[config.mk]
export PLATFORM = sky130hd
export DESIGN_NAME = lsu
export DESIGN_NICKNAME = d
export VERILOG_FILES = /design/src/rtl/lsu_pkg.sv /design/src/rtl/lsu_load_align.sv /design/src/rtl/lsu.sv
export SDC_FILE = /design/constraint.sdc
export NUM_CORES = 1
export LEC_CHECK = 0
export ABC_CLOCK_PERIOD_IN_PS = 1300
export BUFFER_PORTS_ARGS = -buffer_cell sky130_fd_sc_hd__clkbuf_2
export CORE_MARGIN = 2
export CORE_UTILIZATION = 39
export CTS_BUF_LIST = sky130_fd_sc_hd__clkbuf_16
export DETAILED_ROUTE_END_ITERATION = 6
export PLACE_DENSITY = 0.77
export SLEW_MARGIN = 5
export SYNTH_ARGS = -nofsm -noshare
export SYNTH_HDL_FRONTEND = slang
export SYNTH_HIERARCHICAL = 1
export SYNTH_SLANG_ARGS = --single-unit
[constraint.sdc]
create_clock -name clk -period 1.3 [get_ports clk]
set_input_delay 0.26 -clock clk [delete_from_list [all_inputs] [get_ports clk]]
set_output_delay 0.26 -clock clk [all_outputs]
set_load 0.02 [all_outputs]
[src/rtl/lsu_pkg.sv]
// lsu_pkg: shared types and constants for the load/store unit.
//   lsu_state_t : FSM state (IDLE, WAIT)
//   F3_*        : RV32I load/store width codes
package lsu_pkg;

  typedef enum logic {
    IDLE = 1'b0,
    WAIT = 1'b1
  } lsu_state_t;

  localparam logic [2:0] F3_B  = 3'b000;
  localparam logic [2:0] F3_H  = 3'b001;
  localparam logic [2:0] F3_W  = 3'b010;
  localparam logic [2:0] F3_BU = 3'b100;
  localparam logic [2:0] F3_HU = 3'b101;

endpackage

[src/rtl/lsu_load_align.sv]
// lsu_load_align: combinational load data extraction.
//   rdata  : raw 32-bit word from data memory
//   offset : byte offset of the access within the word
//   funct3 : load width/sign code
//   data   : selected byte/half/word, sign- or zero-extended
module lsu_load_align
  import lsu_pkg::*;
(
  input  logic [31:0] rdata,
  input  logic [1:0]  offset,
  input  logic [2:0]  funct3,
  output logic [31:0] data
);

  // Move the addressed lane down to bit 0; halfword offsets are always 0 or 2
  // once alignment has been checked, so the same shift serves both widths.
  logic [31:0] shifted;
  assign shifted = rdata >> {offset, 3'b000};

  always_comb begin
    data = rdata;
    case (funct3)
      F3_B:    data = {{24{shifted[7]}}, shifted[7:0]};
      F3_BU:   data = {24'h0, shifted[7:0]};
      F3_H:    data = {{16{shifted[15]}}, shifted[15:0]};
      F3_HU:   data = {16'h0, shifted[15:0]};
      default: data = rdata;
    endcase
  end

endmodule

[src/rtl/lsu.sv]
// lsu: load/store unit following the execute ALU.
//   clk, rst            : clock, asynchronous active-high reset
//   ex_*                : instruction from execute (held stable while stall)
//   stall               : combinational pipeline hold
//   mem_req/we/be/addr/wdata, mem_gnt/rvalid/rdata : data memory handshake
//   wb_valid/rd/data    : registered register-file write-back
//   lsu_err             : one-cycle pulse for illegal or misaligned memory ops
module lsu
  import lsu_pkg::*;
#(
  parameter int DATA_WIDTH = 32
) (
  input  logic                  clk,
  input  logic                  rst,
  input  logic                  ex_valid,
  input  logic                  ex_load,
  input  logic                  ex_store,
  input  logic [2:0]            ex_funct3,
  input  logic [DATA_WIDTH-1:0] ex_addr,
  input  logic [DATA_WIDTH-1:0] ex_wdata,
  input  logic [4:0]            ex_rd,
  output logic                  stall,
  output logic                  mem_req,
  output logic                  mem_we,
  output logic [3:0]            mem_be,
  output logic [DATA_WIDTH-1:0] mem_addr,
  output logic [DATA_WIDTH-1:0] mem_wdata,
  input  logic                  mem_gnt,
  input  logic                  mem_rvalid,
  input  logic [DATA_WIDTH-1:0] mem_rdata,
  output logic                  wb_valid,
  output logic [4:0]            wb_rd,
  output logic [DATA_WIDTH-1:0] wb_data,
  output logic                  lsu_err
);

  lsu_state_t state;

  logic        mem_op;
  logic        alu_op;
  logic        legal_f3;
  logic        illegal;
  logic        misaligned;
  logic        bad_op;
  logic        rd_nz;
  logic [31:0] load_data;

  assign mem_op = ex_valid & (ex_load | ex_store);
  assign alu_op = ex_valid & ~ex_load & ~ex_store;
  assign rd_nz  = |ex_rd;

  always_comb begin
    legal_f3 = 1'b0;
    if (ex_load) begin
      legal_f3 = (ex_funct3 == F3_B)  || (ex_funct3 == F3_H) || (ex_funct3 == F3_W) ||
                 (ex_funct3 == F3_BU) || (ex_funct3 == F3_HU);
    end else if (ex_store) begin
      legal_f3 = (ex_funct3 == F3_B) || (ex_funct3 == F3_H) || (ex_funct3 == F3_W);
    end
  end

  assign illegal    = (ex_load & ex_store) | ~legal_f3;
  assign misaligned = ((ex_funct3[1:0] == 2'b01) & ex_addr[0]) |
                      ((ex_funct3[1:0] == 2'b10) & (|ex_addr[1:0]));
  assign bad_op     = mem_op & (illegal | misaligned);

  // Request is held high in IDLE until granted; WAIT never re-requests.
  assign mem_req = (state == IDLE) & mem_op & ~bad_op;
  assign mem_we  = mem_req & ex_store;
  assign mem_addr = {ex_addr[31:2], 2'b00};

  // A granted store finishes in place; a load always spends at least one
  // cycle waiting for its data, so it stalls even in the grant cycle.
  assign stall = (state == WAIT) ? ~mem_rvalid : (mem_req & (ex_load | ~mem_gnt));

  always_comb begin
    mem_be    = 4'b1111;
    mem_wdata = ex_wdata;
    case (ex_funct3[1:0])
      2'b00: begin
        mem_be    = 4'b0001 << ex_addr[1:0];
        mem_wdata = {4{ex_wdata[7:0]}};
      end
      2'b01: begin
        mem_be    = 4'b0011 << {ex_addr[1], 1'b0};
        mem_wdata = {2{ex_wdata[15:0]}};
      end
      default: begin
        mem_be    = 4'b1111;
        mem_wdata = ex_wdata;
      end
    endcase
  end

  lsu_load_align u_load_align (
    .rdata  (mem_rdata),
    .offset (ex_addr[1:0]),
    .funct3 (ex_funct3),
    .data   (load_data)
  );

  always_ff @(posedge clk or posedge rst) begin
    if (rst) begin
      state    <= IDLE;
      wb_valid <= 1'b0;
      wb_rd    <= 5'd0;
      wb_data  <= '0;
      lsu_err  <= 1'b0;
    end else begin
      wb_valid <= 1'b0;
      lsu_err  <= 1'b0;
      case (state)
        IDLE: begin
          if (mem_req && mem_gnt && ex_load) begin
            state <= WAIT;
          end
          if (alu_op) begin
            wb_valid <= rd_nz;
            wb_rd    <= ex_rd;
            wb_data  <= ex_addr;
          end
          if (bad_op) begin
            lsu_err <= 1'b1;
          end
        end
        WAIT: begin
          // ex_* is still held by the stall, so rd/funct3/offset are valid here.
          if (mem_rvalid) begin
            state    <= IDLE;
            wb_valid <= rd_nz;
            wb_rd    <= ex_rd;
            wb_data  <= load_data;
          end
        end
        default: state <= IDLE;
      endcase
    end
  end

endmodule

Word-level counts from Yosys, hierarchy flattened

Index checks and enable logic that the tools add are counted.

Reduce and logical (&&, ||, !) cells: 11
Mux-type cells: 20
Multiply operators: 0
Divide/modulo/power cells: 0
Order comparisons: 0
$add $sub $neg: 0
Shift-type cells: 3
Bitwise gates (word level): 23
Equality and inequality tests: 8

Operators by type and width:

| kind                  | count |
|---|---|
| $pmux W32 S2          | 2 |
| $pmux W32 S4          | 1 |
| $mux W32              | 2 |
| $shr A32 B5 Y16       | 1 |
| $and A1 B1 Y1         | 11 |
| $mux W5               | 2 |
| $pmux W5 S2           | 1 |
| $mux W1               | 9 |
| $pmux W4 S2           | 1 |
| $not A1 Y1            | 7 |
| $eq A3 B3 Y1 const B  | 2 |
| $or A1 B1 Y1          | 5 |
| $reduce_or A5 Y1      | 1 |
| $logic_or A1 B1 Y1    | 4 |
| $ne A2 B2 Y1 const B  | 2 |
| $pmux W1 S2           | 2 |
| $shl A1 B2 Y4 const A | 1 |
| $shl A2 B2 Y4 const A | 1 |
| $eq A3 B1 Y1 const B  | 1 |
| $eq A3 B2 Y1 const B  | 1 |
| $logic_not A3 Y1      | 1 |
| $eq A2 B1 Y1 const B  | 1 |
| $eq A2 B2 Y1 const B  | 1 |
| $logic_and A1 B1 Y1   | 2 |
| 3 further kinds       | 3 |

Bits in read-only memories: 0
Bits in writable memories: 0
Memories: 0
Flip-flop bits (word level): 40
Bits in latches: 0
Word-level logic and storage cells: 70

Logic depth before layout (Yosys ltp)

Depth in word-level cells: 16
Depth in mapped cells: 8
Gate-level depth less buffers: 6

By module

Netlist, hierarchy kept.

By module, submodules not included:

| module         | seq. area each (um2) | instances | area each (um2) | cells an instance |
|---|---|---|---|---|
| lsu            | 1001.0               | 1         | 2760.1          | 234 |
| lsu_load_align | 0.0                  | 1         | 715.7           | 111 |

Worst setup path after synthesis

No wires, ideal clock.

Path type: in2reg
From: input port ex_addr[0]
To: register wb_data[31]
Stages on the path: 7
Required time: 1.175 ns
Buffers on the path: 2
Path slack: -0.676 ns
Library setup time: 0.125 ns
Arrival: 1.851 ns
Cell sequence: buf_6 -> mux4_2 -> o211ai_4 -> buf_6 -> o21ai_0 -> mux2_2 -> mux2_4

Cells in the longest elaborated chain, start to end: 4

RTL lines:

| what                    | RTL line             | source |
|---|---|---|
| start: declaration      | lsu.sv:19            | `input logic [DATA_WIDTH-1:0] ex_addr,` |
| $shr A32 B5 Y16         | lsu_load_align.sv:18 | `assign shifted = rdata >> {offset, 3'b000};` |
| $pmux W32 S4            | lsu_load_align.sv:22 | `case (funct3)` |
| named net load_data[31] | lsu.sv:46            | `logic [31:0] load_data;` |
| $mux W32                | lsu.sv:128           | `if (mem_rvalid) begin` |
| $pmux W32 S2            | lsu.sv:112           | `case (state)` |
| end signal: assignment  | lsu.sv:120           | `wb_data <= ex_addr;` |
| end signal: assignment  | lsu.sv:132           | `wb_data <= load_data;` |
| end: declaration        | lsu.sv:33            | `output logic [DATA_WIDTH-1:0] wb_data,` |

The timed path passes the listed nets, and every way through them passes these cells. The select of a mux whose other input is x is not followed.
A chain may end at the register's enable or synchronous reset.

Final worst setup path

From: input port ex_addr[0]
To: register wb_data[14]

Same word-level chain as after synthesis.

==> flow_summary.ini <==
[status]
outcome = finished, violations left
violations = setup timing

[pwr]
finalPower_mw = 5.708
power_density_nw_per_um2 = 994.5
ir_drop_mv = 0.6182
leakagePower_nw = 3.008

[worst_setup_path]
worstPathRequired_ps = 1470
path_cells = buf_8 -> mux4_2 -> a21oi_4 -> buf_8 -> o31ai_1 -> mux2_4 -> mux2_4
criticalPathCategory = primary input to flop
reg2reg_from = state
cp_top_family = multiplexers
cp.arrival_ps = 1930
worst-path-max-fanout = 7
worstSetupEndpointType = flop
cp-start-kind = primary input
cp_num_buf_inv = 2
r2r_end = wb_data[21]
max_stage_delay_ps = 570
cp_slowest_cell = mux4_2
reg2reg_depth = 5
r2r_setup_slack_ps = -310

[synthesis]
syn_inst = 345
ys_warn_count = 6
yosysTopAreaCell = dfrtp_1
synthArstFlopShare_pct = 100.0
yosys-top-cells-count = 66 x mux2_2, 45 x nand2_1, 41 x buf_4
avgSynthCellArea_um2 = 10.07
syn_area_um2 = 3476
synth_cell_types = 45
yosysMostFrequentCell = mux2_2
ys_seq_elements = 40
synth_area_leaders = dfrtp_1 29%, mux2_2 21%, buf_4 8.9%
synthFlopType = dfrtp_1
ys_seq_area_share_pct = 28.80
synth_top_area_share_pct = 28.80
synth-edff-count = 0

[timing]
setup_violations = 58
finalWorstSetupSlack_ps = -457.3
fmax_mhz = 569.0
hold_violations = 0
finalClockSkew_ps = 4.662
post-route-period-util_pct = 135.2
grt_setup_unrepaired = yes
fin_crit_ps = 1757
slew_viol_final = 0

[run]
drv_cap = 0

[routing]
drc_errors = 0
routedWlPerCell_um = 19.63
wl_um = 13430
ant_nets = 0
vias = 3631
drtIter0Drc = 180
drt_first_pass_iters = 4
vias_per_cell = 5.308

[floorplan]
initial_utilization_pct = 40.05
die_height_um = 98.41
num_io_pins = 221
floorplan.die_area_um2 = 9684
std_cell_rows = 34
core_um2 = 8678
dieWidth_um = 98.41

[place]
port_buffers = 218
place_inst = 660
hpwl_um = 9069
place_area_um2 = 4791
gp_congestion = 0.9425

[min_path]
whs_path_depth = 2
hold_path_class = primary input to flop
hp-start = ex_rd[2]
min_to = wb_rd[2]

[grt]
grt_pass1_wl_um = 18990
grt_max_degree = 39
grt_overflow = 0
grt.total_usage_pct = 24.69
grt_pass1_vias = 3684
antenna_found_initial = 0

[cts]
cts_max_level = 2
clk_path_buf_depth = 2
cts_buffers = 5
root_buffer = clkbuf_16
insertion_delay_ps = 280
cts_tree = built
clkTransAtPathRegs_ps = 60
cts_sinks = 40

[cells_and_area]
fillers = 668
areaGrowthSynthToFinish_pct = 65.12
instances_no_fill = 684
multi_input_area_um2 = 2349
antenna_cells = 0
drive_gt1_share_pct = 71.70
fin_area_um2 = 5739
register_area_um2 = 1002
nets = 686
fin_util_pct = 66.13
## worst max-delay path by stage
stage,from,to,slack [ps],depth (start not counted)
floorplan,ex_addr[0],wb_data[31],-670,7
global placement,ex_addr[0],wb_data[13],-760,7
detailed placement,ex_addr[0],wb_data[13],-780,7
CTS,ex_addr[0],wb_data[23],-430,7
global route,ex_addr[0],wb_data[14],-490,7
finish,ex_addr[0],wb_data[14],-460,7
## layer usage
layer  share of wire (%)  up-vias  track usage, %
met2                  52      192           44.17
met1                  37     1746           28.06
met3                 6.6       34           4.438
li1                    -     1659               -
met4                 4.1        0           12.43
met5                   0        -               0
## kinds of logic after synthesis
kind of cell	after synthesis	share of synthesized area [%]
buffers and inverters	69	14.04
other	1	0.1079
and+or+nand+nor	62	7.920
DFF	40	28.80
muxes	102	34.95
AOI/OAI and AO/OA	71	14.18
## stage by stage
stage | hold slack, ps | setup slack [ps] | TNS, ps
2_1_floorplan | 405.6 | -667.9 | -17590
3_3_place_gp | 238.6 | -764.2 | -29970
3_5_place_dp | 244.0 | -782.6 | -31160
4_1_cts | 231.0 | -430.9 | -16640
5_1_grt | 239.8 | -485.8 | -18720
6_report | 233.5 | -457.3 | -17100
## report_power, final
part	switching, mW	internal [mW]
clock network	0.485	0.691
registers	0.172	1.55
logic	1.44	1.37
total	2.10	3.61
## final cells by class
type                       instances  area share (%)
multi-input combinational        237           40.92
timing repair buffer             284           36.43
sequential                        40           17.46
tap                              108           2.354
clock buffer                       5           2.180
inverter                           7          0.4578
clock inverter                     3          0.1962
## placed cells by master, fill, tap and decap left out, drive strengths merged, types with 2 or more instances in the layout
cell     Yosys  layout
clkbuf       6     201
mux2        88      88
buf         56      86
nand2       45      45
dfrtp       40      40
o21ai       34      34
mux2i       13      13
inv          7       9
o31ai        8       8
a22oi        5       5
a221oi       5       5
nor2         4       4
nor2b        4       4
o21bai       3       3
nand2b       3       3
a21oi        3       3
a21o         2       2
conb         1       2
a22o         2       2
nor3         2       2
a2bb2oi      2       2
## flip-flops by register name (all words and copies together), names as in the netlist
signal / flops
wb_rd: 5
wb_data: 32
state: 1
wb_valid: 1
lsu_err: 1
## timing repair
action,CTS,global route
gates resized for setup,104,70
endpoints found under the setup margin,68,61
gates cloned,3,6
hold buffers,1,0
endpoints found under the hold margin,15,0
buffers inserted,4,5
pin swaps,13,8
(Power assumes the default switching activity.)
